--- config.mk ---
export PLATFORM = sky130hd
export DESIGN_NAME = uart_receiver
export DESIGN_NICKNAME = d
export VERILOG_FILES = /design/src/rtl/uart_pkg.sv /design/src/rtl/uart_rx_sync.sv /design/src/rtl/uart_receiver.sv
export SDC_FILE = /design/constraint.sdc
export NUM_CORES = 1
export LEC_CHECK = 0
export BUFFER_PORTS_ARGS = -buffer_cell sky130_fd_sc_hd__buf_2
export CORE_MARGIN = 1
export CORE_UTILIZATION = 61
export DETAILED_ROUTE_END_ITERATION = 10
export PLACE_DENSITY = 0.79
export SLEW_MARGIN = 20
export SYNTH_ARGS = -nofsm -noshare
export SYNTH_HDL_FRONTEND = slang
export SYNTH_HIERARCHICAL = 1
export SYNTH_SLANG_ARGS = --single-unit
--- constraint.sdc ---
create_clock -name clk -period 5.1 [get_ports clk]
set_clock_uncertainty 0.1 [all_clocks]
set_input_delay 1.02 -clock clk [delete_from_list [all_inputs] [get_ports clk]]
set_output_delay 1.02 -clock clk [all_outputs]
set_load 0.02 [all_outputs]
--- src/rtl/uart_pkg.sv ---
// uart_pkg: shared UART constants and receiver state encoding
package uart_pkg;
  typedef enum logic [2:0] {IDLE, START, DATA, STOP, BREAK} state_t;
  localparam int DATA_BITS = 8;
  localparam int DEFAULT_TRANS_INTERVAL = 10000;
endpackage

--- src/rtl/uart_rx_sync.sv ---
// uart_rx_sync: 2-FF synchronizer of uart_rx to rx_s; rx_vote is the 3-sample majority when UART_RX_MAJORITY_EN is defined, else rx_s
module uart_rx_sync (
  input  logic clk,
  input  logic reset,
  input  logic uart_rx,
  output logic rx_s,
  output logic rx_vote
);
  logic meta;
  always_ff @(posedge clk)
    if (reset) {rx_s, meta} <= 2'b11;
    else {rx_s, meta} <= {meta, uart_rx};
`ifdef UART_RX_MAJORITY_EN
  logic [1:0] hist;
  always_ff @(posedge clk) hist <= reset ? 2'b11 : {hist[0], rx_s};
  assign rx_vote = (hist[1] & hist[0]) | (hist[1] & rx_s) | (hist[0] & rx_s);
`else
  assign rx_vote = rx_s;
`endif
endmodule

--- src/rtl/uart_receiver.sv ---
// uart_receiver: 8N1 receiver (clk, reset, uart_rx in; data/valid/ack handshake, frame_err pulse, sticky overrun, busy); UART_RX_MAJORITY_EN enables majority sampling
module uart_receiver
  import uart_pkg::*;
#(
  parameter int TRANS_INTERVAL = DEFAULT_TRANS_INTERVAL
) (
  input  logic       clk,
  input  logic       reset,
  input  logic       uart_rx,
  output logic [7:0] data,
  output logic       valid,
  input  logic       ack,
  output logic       frame_err,
  output logic       overrun,
  output logic       busy
);
  localparam int HALF = TRANS_INTERVAL / 2;
  state_t state, state_nxt;
  logic [31:0] clock_count, cc_nxt, lim;
  logic [2:0] bit_count, bc_nxt;
  logic [7:0] shift, shift_nxt;
  logic rx_s, rx_vote, expire, deliver, ferr_nxt;
  uart_rx_sync u_sync (
    .clk    (clk),
    .reset  (reset),
    .uart_rx(uart_rx),
    .rx_s   (rx_s),
    .rx_vote(rx_vote)
  );
  assign lim = state == START ? 32'(HALF) : 32'(TRANS_INTERVAL);
  assign expire = clock_count + 32'd1 >= lim;
  assign busy = state != IDLE;
  always_comb begin
    state_nxt = state;
    cc_nxt = clock_count;
    bc_nxt = bit_count;
    shift_nxt = shift;
    deliver = 1'b0;
    ferr_nxt = 1'b0;
    case (state)
      IDLE:
        if (!rx_s) begin
          state_nxt = START;
          cc_nxt = '0;
        end
      START:
        if (!expire) cc_nxt = clock_count + 32'd1;
        else begin
          cc_nxt = '0;
          bc_nxt = '0;
          state_nxt = rx_vote ? IDLE : DATA;
        end
      DATA:
        if (!expire) cc_nxt = clock_count + 32'd1;
        else begin
          cc_nxt = '0;
          shift_nxt[bit_count] = rx_vote;
          bc_nxt = bit_count + 3'd1;
          state_nxt = bit_count == 3'(DATA_BITS - 1) ? STOP : DATA;
        end
      STOP:
        if (!expire) cc_nxt = clock_count + 32'd1;
        else begin
          cc_nxt = '0;
          deliver = rx_vote;
          ferr_nxt = !rx_vote;
          state_nxt = rx_vote ? IDLE : BREAK;
        end
      BREAK: state_nxt = rx_s ? IDLE : BREAK;
      default: state_nxt = IDLE;
    endcase
  end
  always_ff @(posedge clk)
    if (reset) begin
      state <= IDLE;
      clock_count <= '0;
      bit_count <= '0;
      shift <= '0;
      frame_err <= 1'b0;
      data <= '0;
      valid <= 1'b0;
      overrun <= 1'b0;
    end else begin
      state <= state_nxt;
      clock_count <= cc_nxt;
      bit_count <= bc_nxt;
      shift <= shift_nxt;
      frame_err <= ferr_nxt;
      if (deliver) begin
        if (!valid || ack) data <= shift;
        if (valid && !ack) overrun <= 1'b1;
        valid <= 1'b1;
      end else if (ack && valid) begin
        valid <= 1'b0;
        overrun <= 1'b0;
      end
    end
endmodule

* Yosys cells after proc, flatten, opt, wreduce, memory -nomap -nowiden
Cells that the tools add are included.
W data, S select, Z words.
** Word-level totals
- Output and inout port bits :: 12
- Bits of input ports :: 4
- Bits in registers :: 59
- Logic and storage cells :: 71
** Operators by class
- Multiplexer cells :: 24
- Bitwise logic cells :: 2
- Reduce and logical (&&, ||, !) cells :: 20
- Eq/ne operators :: 10
- Magnitude comparators :: 3
- $add $sub $neg :: 2
** Operators with widths (number)
- $mux W32 :: 2
- $pmux W32 S2 :: 1
- $add A32 B1 Y32 const B :: 1
- $ge A32 B14 Y1 :: 1
- $mux W3 :: 7
- $pmux W3 S5 :: 1
- $mux W14 :: 1
- $bwmux W8 :: 1
- $mux W1 :: 8
- $ne A2 B2 Y1 const B :: 4
- $reduce_and A2 Y1 :: 4
- $eq A3 B2 Y1 const B :: 2
- $eq A3 B3 Y1 const B :: 2
- $pmux W3 S2 :: 1
- $reduce_bool A2 Y1 :: 3
- $reduce_or A3 Y1 :: 2
- $lt A3 B4 Y1 const B :: 1
- $reduce_and A4 Y1 :: 1
- $add A3 B1 Y3 const B :: 1
- $demux W1 S3 :: 1
- $eq A3 B1 Y1 const B :: 1
- $ge A3 B1 Y1 const B :: 1
- $logic_and A1 B1 Y1 :: 3
- $logic_not A1 Y1 :: 3
- 7 further kinds :: 8

* Longest topological paths before layout
Gate-level depths: netlist of the first run.
- Word-level depth :: 7
- Depth in mapped cells :: 16
- Mapped depth without buffers :: 12

* Hierarchy
The synthesis of the first run kept the hierarchy.
** By module, submodules not included
- uart_receiver :: seq. area each 1141.1 um^2, times used 1, area an instance 3101.7 um^2, cells an instance 371
- uart_rx_sync :: seq. area each 40.0 um^2, times used 1, area an instance 60.1 um^2, cells an instance 5

* Worst setup path after synthesis of the first run
OpenSTA, ideal clock, no wires.
- Path kind :: flip-flop to flip-flop
- From :: register clock_count[0]
- To :: register overrun
- Setup time :: 132 ps
- Cell stages (with the launch flop) :: 17
- Slack :: 1502 ps
- Clock period less this slack :: 3598 ps
- Path buffers :: 4
- Data arrival time :: 3365 ps
- Data required time :: 4868 ps
- Cell sequence :: dfxtp_1 -> ha_1 -> clkbuf_1 -> and4_1 -> nand2_1 -> buf_2 -> nor2_1 -> xor2_1 -> ha_1 -> o311ai_0 -> o21ai_0 -> or4_4 -> o31a_1 -> buf_2 -> buf_4 -> nand4_1 -> a21oi_1
** On the way
- Word-level cells in the longest chain between the ends :: 6
- Elaborated cells between the ends (all ways) :: 8
- Those cells by class :: add/sub (1); order compare (1); eq/ne (1); mux (3); reduce/logical (2)
** RTL lines
- start, declared :: RTL line uart_receiver.sv:19 : logic [31:0] clock_count, cc_nxt, lim;
- start signal, assigned :: RTL line uart_receiver.sv:85 : clock_count <= cc_nxt;
- $add A32 B1 Y32 * :: RTL line uart_receiver.sv:31 : assign expire = clock_count + 32'd1 >= lim;
- $ge A32 B14 Y1 * :: RTL line uart_receiver.sv:31
- $mux W1 * :: RTL line uart_receiver.sv:62 : if (!expire) cc_nxt = clock_count + 32'd1;
- $mux W1 * :: RTL line uart_receiver.sv:40 : case (state)
- $ne A2 B1 Y1 (no source line) / $reduce_bool A2 Y1 (equally long branches)
- $reduce_and A2 Y1 (no source line)
- end signal, assigned :: RTL line uart_receiver.sv:82 : overrun <= 1'b0;
- end signal, assigned :: RTL line uart_receiver.sv:91 : if (valid && !ack) overrun <= 1'b1;
- end signal, assigned :: RTL line uart_receiver.sv:95 : overrun <= 1'b0;
- end, declared :: RTL line uart_receiver.sv:14 : output logic overrun,
Every way passes the cells marked *; elsewhere a longest branch is shown, timed or not.
A chain may end at the register's enable or synchronous reset.

* Worst setup path after layout of the first run
- From :: register clock_count[0]
- To :: register shift[4]
** On the way
- Word-level cells in the longest chain between the ends :: 3
** RTL lines
- $add A32 B1 Y32 :: RTL line uart_receiver.sv:31
- $ge A32 B14 Y1 :: RTL line uart_receiver.sv:31
- $reduce_and A2 Y1 (no source line)
- end signal, assigned :: RTL line uart_receiver.sv:87 : shift <= shift_nxt;
- end, declared :: RTL line uart_receiver.sv:21 : logic [7:0] shift, shift_nxt;
Every way passes these cells.

==> results of run 1 <==
[metrics by stage]
stage | worst slack, ns | area (µm²)
after detailed placement | 1.03 | 3180
after floorplan | 1.50 | 3160
after global routing | 0.602 | 3400
after global placement | 1.21 | 3180
final | 0.994 | 3400
after CTS | 0.998 | 3400
[placed cells by master (no fill, tap or decap), types with 11 or more instances in the layout]
cell type  instances
dfxtp_1           59
and3_1            22
clkbuf_8          11
a21oi_1           16
nand3_1           19
nand2_1           33
nand4_1           12
nor2_1            25
buf_2             15
[report_power, final]
| part | switching, W | internal (W) |
|---|---|---|
| Clock | 0.000187 | 0.000299 |
| Sequential | 0.00000787 | 0.000465 |
| Combinational | 0.0000314 | 0.0000131 |
| Total | 0.000226 | 0.000777 |
[cell families (layout without fill, tap and decap cells)]
kind of cell,after synthesis,in the layout
adders and majority gates,9,9
DFF,59,59
AOI/OAI and AO/OA,82,82
xor gates and xnor gates,9,9
and+or+nand+nor,164,164
muxes,11,11
buffers and inverters,42,43
[layout make-up]
class	instances	share of cell area [%]
clock buffer	11	4.45
clock inverter	4	2.17
inverter	11	1.21
multi-input combinational	275	52.3
sequential	59	34.7
tap	67	2.47
timing repair buffer	17	2.65
[path summary, 6_finish.rpt]
path                       start     endpoint  slack [ns]  depth (start not counted)
hold / removal       u_sync/meta  u_sync/rx_s        0.31                          1
hold reg to reg      u_sync/meta  u_sync/rx_s        0.31                          1
setup / recovery  clock_count[0]     shift[4]        0.99                         12
setup reg to reg  clock_count[0]     shift[4]        0.99                         12
[metal layers]
metal,vias up,GRT usage [%],share of wire (%)
met4,0,12.6,2.0
met5,-,0,0
met3,12,4.20,4.1
li1,1389,-,-
met2,53,40.7,44
met1,1310,36.9,50
[registers in the layout, indices dropped and copies added (netlist names), 3 cells and up]
signal	flops
bit_count	3
clock_count	32
data	8
shift	8
state	3
==> results by group, run 1 <==
STA
  • Final Max Slew Viols: 0
  • # setup viols final: 0
  • Rel. slew slack: 43.3%
  • Fin Setup TNS: 0 ns
  • WHS: 0.311 ns
  • Period utilization: 80.5%
  • Slew @ Worst Pin: 0.848 ns
  • Final Hold Vio Count: 0
  • Crit path time final: 4.11 ns
  • Achievable Freq: 244 MHz
  • RSZ-0062 raised after global routing: no

CTS
  • CTS Buffer Depth: 2
  • Setup Buffers After CTS: 0
  • Clk root buf: clkbuf_8
  • CTS Buf Count: 9
  • Clk Latency, worst-skew pair: 0.34 ns
  • Clock net sink count: 59
  • CTS resizes: 0
  • CTS tree: done
  • Worst-path clk slew: 0.07 ns
  • Post-CTS Hold Buffers: 0
  • H-tree levels: 3

Worst setup path
  • Kind of critical path: register to register
  • Bufs and invs on worst path: 0
  • Worst setup SP type: register
  • Peak fanout along the critical path: 19
  • Worst Setup End Kind: register
  • Arrival time at the worst endpoint: 4.23 ns
  • CP peak stage delay: 0.63 ns
  • Crit path max-delay family: compound AO/OA/AOI/OAI gates
  • Critical Path Slowest Stage Cell: o31ai_4
  • Cell Chain, Critical Path: ha_1 -> and4_1 -> nand2_1 -> nor2_1 -> xor2_1 -> ha_1 -> o311ai_0 -> o21ai_0 -> or4_4 -> o31ai_4 -> o311ai_0 -> o41ai_1
  • Worst path required time: 5.23 ns

Finish
  • Fraction of layout cells with a size suffix above 1: 11.7%
  • Fillcell total: 385
  • # diodes: 0
  • Final cell count without fillers: 444
  • Fin nets: 386
  • Post-Route Utilization: 70.1%
  • Register Area: 1180 µm²
  • Multi-input logic area: 1780 µm²
  • Synth-to-layout area growth: 7.56%

Floorplan
  • Number of cell rows: 25
  • I/O pin cnt: 16
  • Chip height: 74.0 µm
  • Chip width: 74.0 µm
  • Area of the die: 5480 µm²
  • CORE AREA: 4850 µm²
  • Starting Density: 65.2%

Routing
  • Residual DRC: 0
  • Starting DRT DRC Count: 169
  • Antenna viol nets, final: 0
  • Vias per cell: 6.23
  • WL/cell: 15.0 µm
  • Final WL: 6680 µm
  • Pre-Repair DR Iteration Count: 5
  • Via count: 2,764

Synthesis
  • Post-synth EDFFs: 0
  • Syn Inst Count: 376
  • Compound-gate portion of the synthesized area: 18.2%
  • Mapped Area: 3160 µm²
  • Simple-gate share of the synthesized area: 28.5%
  • Sequential share of the synthesized area: 37.4%
  • Most common cell in the netlist: dfxtp_1
  • FFs w/ async S/R, synth: 0%
  • Adder and majority cell fraction of the synthesized area: 3.56%
  • Most common flop cell mapped by yosys: dfxtp_1
  • Yosys cell types: 60
  • Yosys warns: 6
  • Post-Synth XOR/XNOR Area: 2.49%
  • Syn Area/Cell: 8.41 µm²
  • Largest cells by area after synthesis: dfxtp_1 37%, and3_1 4.4%, nand2_1 3.9%, ha_1 3.6%, mux2i_1 3.2%
  • List of most frequent post-synthesis cells: 59 x dfxtp_1, 33 x nand2_1, 25 x nor2_1
  • FF+latch count, synth: 59
  • Main combinational cell family by area after synthesis: simple AND/OR/NAND/NOR gates
  • Mapped Nets: 389
  • Synth top area share: 37.4%
  • Mux contribution to synthesized area: 3.52%
  • Area leader, netlist: dfxtp_1

Global routing
  • Total track usage: 26.7%
  • First-pass GRT wire length: 11,300 µm
  • Initial antenna violation count: 0
  • Largest net degree at the start of global routing: 30
  • Total grt overflow: 0
  • Vias in the first global route: 2,404

Power and ir drop
  • Power Total: 0.00100 W
  • Worst IR drop on VDD: 0.000226 V
  • LEAKAGE: 1.31 nW
  • Power Density: 295 nW/µm²

Placement
  • Hpwl dp: 4520 µm
  • RD Place Congestion: 0.981
  • Placed insts: 429
  • I/O Buffers: 15

Hold path
  • Hold Path Class: register to register

Run
  • Max Cap Viol: 0

Status
  • Outcome: completed
Note: power is estimated with default switching activity, not from simulation.
==> run 2: changes to the inputs <==
Clock period 5.1 ns to 3.8 ns, I/O delays scaled along.
==> run 2 against run 1 <==
Combinational power up 43%; highest routed layer unchanged; largest cell class unchanged; wire length up 4.5%; die area is the same; global-route usage rose by 0.53 points; largest power group is now registers; final area grew 1.1%; first-iteration DRC count rose by 41%.
==> results by group, run 2 (synthesis results as in run 1) <==
Status
  • Outcome: completed

Finish
  • Fillcell total: 388 (+0.78%)
  • Top flop regs: clock_count x32, data x8, shift x8
  • Most frequent cells in the layout: 59 x dfxtp_1, 33 x nand2_1, 25 x nor2_1, 22 x and3_1, 19 x nand3_1
  • Final cell count without fillers: 450 (+1.4%)
  • Most common cell after layout, fill and taps aside: dfxtp_1
  • Fin nets: 392 (+1.6%)
  • Synth-to-layout area growth: 8.71%
  • Max reg flops: 32 (unchanged)
  • # diodes: 0 (unchanged)
  • Register Area: 1180 µm² (unchanged)
  • Multi-input logic area: 1780 µm² (about the same)
  • Fraction of layout cells with a size suffix above 1: 13.3% (+1.6 points)
  • Top reg by flops: clock_count
  • Post-Route Utilization: 70.9% (+0.75 points)

Routing
  • Pre-Repair DR Iteration Count: 5 (unchanged)
  • Residual DRC: 0 (unchanged)
  • Antenna viol nets, final: 0 (unchanged)
  • Starting DRT DRC Count: 239 (+41%)
  • WL/cell: 15.5 µm (+3.1%)
  • Via count: 2,809 (+1.6%)
  • Final WL: 6980 µm (+4.5%)
  • Vias per cell: 6.24 (+0.27%)

Placement
  • Hpwl dp: 4650 µm (+2.8%)
  • I/O Buffers: 15 (unchanged)
  • RD Place Congestion: 0.923 (-5.9%)
  • Placed insts: 435 (+1.4%)

Worst setup path
  • Reg2reg setup slack: 0.26 ns (-0.73 ns)
  • Worst setup SP type: register
  • Worst flop-to-flop path endpoint: shift[6]
  • Worst Reg2Reg Path Length in Cells: 11 (-1)
  • Peak fanout along the critical path: 14 (-5)
  • Kind of critical path: register to register
  • Arrival time at the worst endpoint: 3.71 ns (-0.52 ns)
  • Critical register-to-register path startpoint: clock_count[2]
  • Worst path required time: 3.97 ns (-1.26 ns)
  • Worst Setup End Kind: register

STA
  • Crit path time final: 3.54 ns (-0.569 ns)
  • # setup viols final: 0 (unchanged)
  • Period utilization: 93.1% (+13 points)
  • Final Hold Vio Count: 0 (unchanged)
  • Achievable Freq: 283 MHz (+16%)
  • Fin Setup TNS: 0 ns (unchanged)
  • Final Max Slew Viols: 0 (unchanged)
  • RSZ-0062 raised after global routing: no
  • WHS: 0.321 ns (+0.0105 ns)
  • Slew @ Worst Pin: 0.792 ns (-0.0558 ns)
  • Rel. slew slack: 47.1% (+3.7 points)

Global routing
  • First-pass GRT wire length: 11,300 µm (about the same)
  • Total grt overflow: 0 (unchanged)
  • Vias in the first global route: 2,446 (+1.7%)
  • Initial antenna violation count: 0 (unchanged)
  • Largest net degree at the start of global routing: 30 (unchanged)
  • Total track usage: 27.2% (+0.53 points)

CTS
  • Clock net sink count: 59 (unchanged)
  • Worst-path clk slew: 0.07 ns (about the same)
  • CTS Buf Count: 9 (unchanged)
  • Clk Latency, worst-skew pair: 0.34 ns (about the same)
  • CTS tree: done
  • Post-CTS Hold Buffers: 0 (unchanged)
  • CTS Buffer Depth: 2 (unchanged)
  • H-tree levels: 3 (unchanged)
  • Clk root buf: clkbuf_8

Floorplan
  • CORE AREA: 4850 µm² (unchanged)
  • Chip height: 74.0 µm (unchanged)
  • I/O pin cnt: 16 (unchanged)
  • Starting Density: 65.2% (unchanged)
  • Number of cell rows: 25 (unchanged)
  • Chip width: 74.0 µm (unchanged)
  • Area of the die: 5480 µm² (unchanged)

Power and ir drop
  • Worst IR drop on VDD: 0.000285 V (+26%)
  • Power Total: 0.00132 W (+32%)
  • LEAKAGE: 1.33 nW (+1.7%)
  • Power Density: 385 nW/µm² (+31%)

Run
  • Max Cap Viol: 0 (unchanged)

Hold path
  • WHS Endpoint: u_sync/rx_s
  • Hold path startpoint: u_sync/meta
  • Hold depth: 1 (unchanged)
  • Hold Path Class: register to register
==> run 2: changes by cell type in the layout (fill, tap and decap cells not counted), sizes merged <==
cell / previous run / this run
clkbuf: 11 / 10
buf: 17 / 23
clkinvlp: 0 / 1
==> run 2: final cells by class <==
type                            count  area share (%)
Multi-Input combinational cell    275            51.8
Sequential cell                    59            34.4
Clock buffer                       10            4.00
Timing Repair Buffer               23            3.93
Tap cell                           67            2.44
Clock inverter                      5            2.26
Inverter                           11            1.20
==> run 2: critical path: stages, from the launching register on <==
cell and delay (ns):
dfxtp_1 0.46, and4_4 0.31, nand3_2 0.09, o21a_1 0.21
or2_2 0.29, ha_1 0.33, o311ai_0 0.11, o21ai_0 0.14
or4_4 0.59, o31a_2 0.47, nand4_1 0.16, mux2i_1 0.19
==> run 2: how the worst max path moves through the flow <==
stage,start,end,slack [ns],depth (start not counted)
2_1_floorplan,clock_count[0],overrun,0.20,16
3_3_place_gp,clock_count[2],shift[6],0.31,11
3_5_place_dp,clock_count[2],shift[6],0.19,11
4_1_cts,clock_count[2],shift[6],0.18,11
5_1_grt,clock_count[5],clock_count[10],0.02,12
6_report,clock_count[2],shift[6],0.26,11
==> run 2: where the power goes <==
part | internal, W | switching [W] | total [W]
registers | 0.000624 | 0.00000814 | 0.000632
logic | 0.0000184 | 0.0000453 | 0.0000637
clock network | 0.000381 | 0.000248 | 0.000629
==> run 2: stage by stage <==
| step | worst slack, ns | cell area [µm²] |
|---|---|---|
| after floorplan | 0.202 | 3160 |
| after global placement | 0.307 | 3220 |
| after detailed placement | 0.195 | 3220 |
| after CTS | 0.181 | 3440 |
| after global routing | 0.0219 | 3440 |
| final | 0.263 | 3440 |
==> run 2: routing by layer <==
layer,wire length [µm],GRT usage [%],up-vias
met3,270,5.56,11
met5,0,0,-
li1,-,-,1403
met1,3350,36.3,1329
met2,3250,41.9,66
met4,108,13.2,0
==> run 2: what timing repair did <==
action,4_1_cts,5_1_grt
buffers inserted,0,0
resized for setup,0,1
endpoints found under the setup margin,0,1
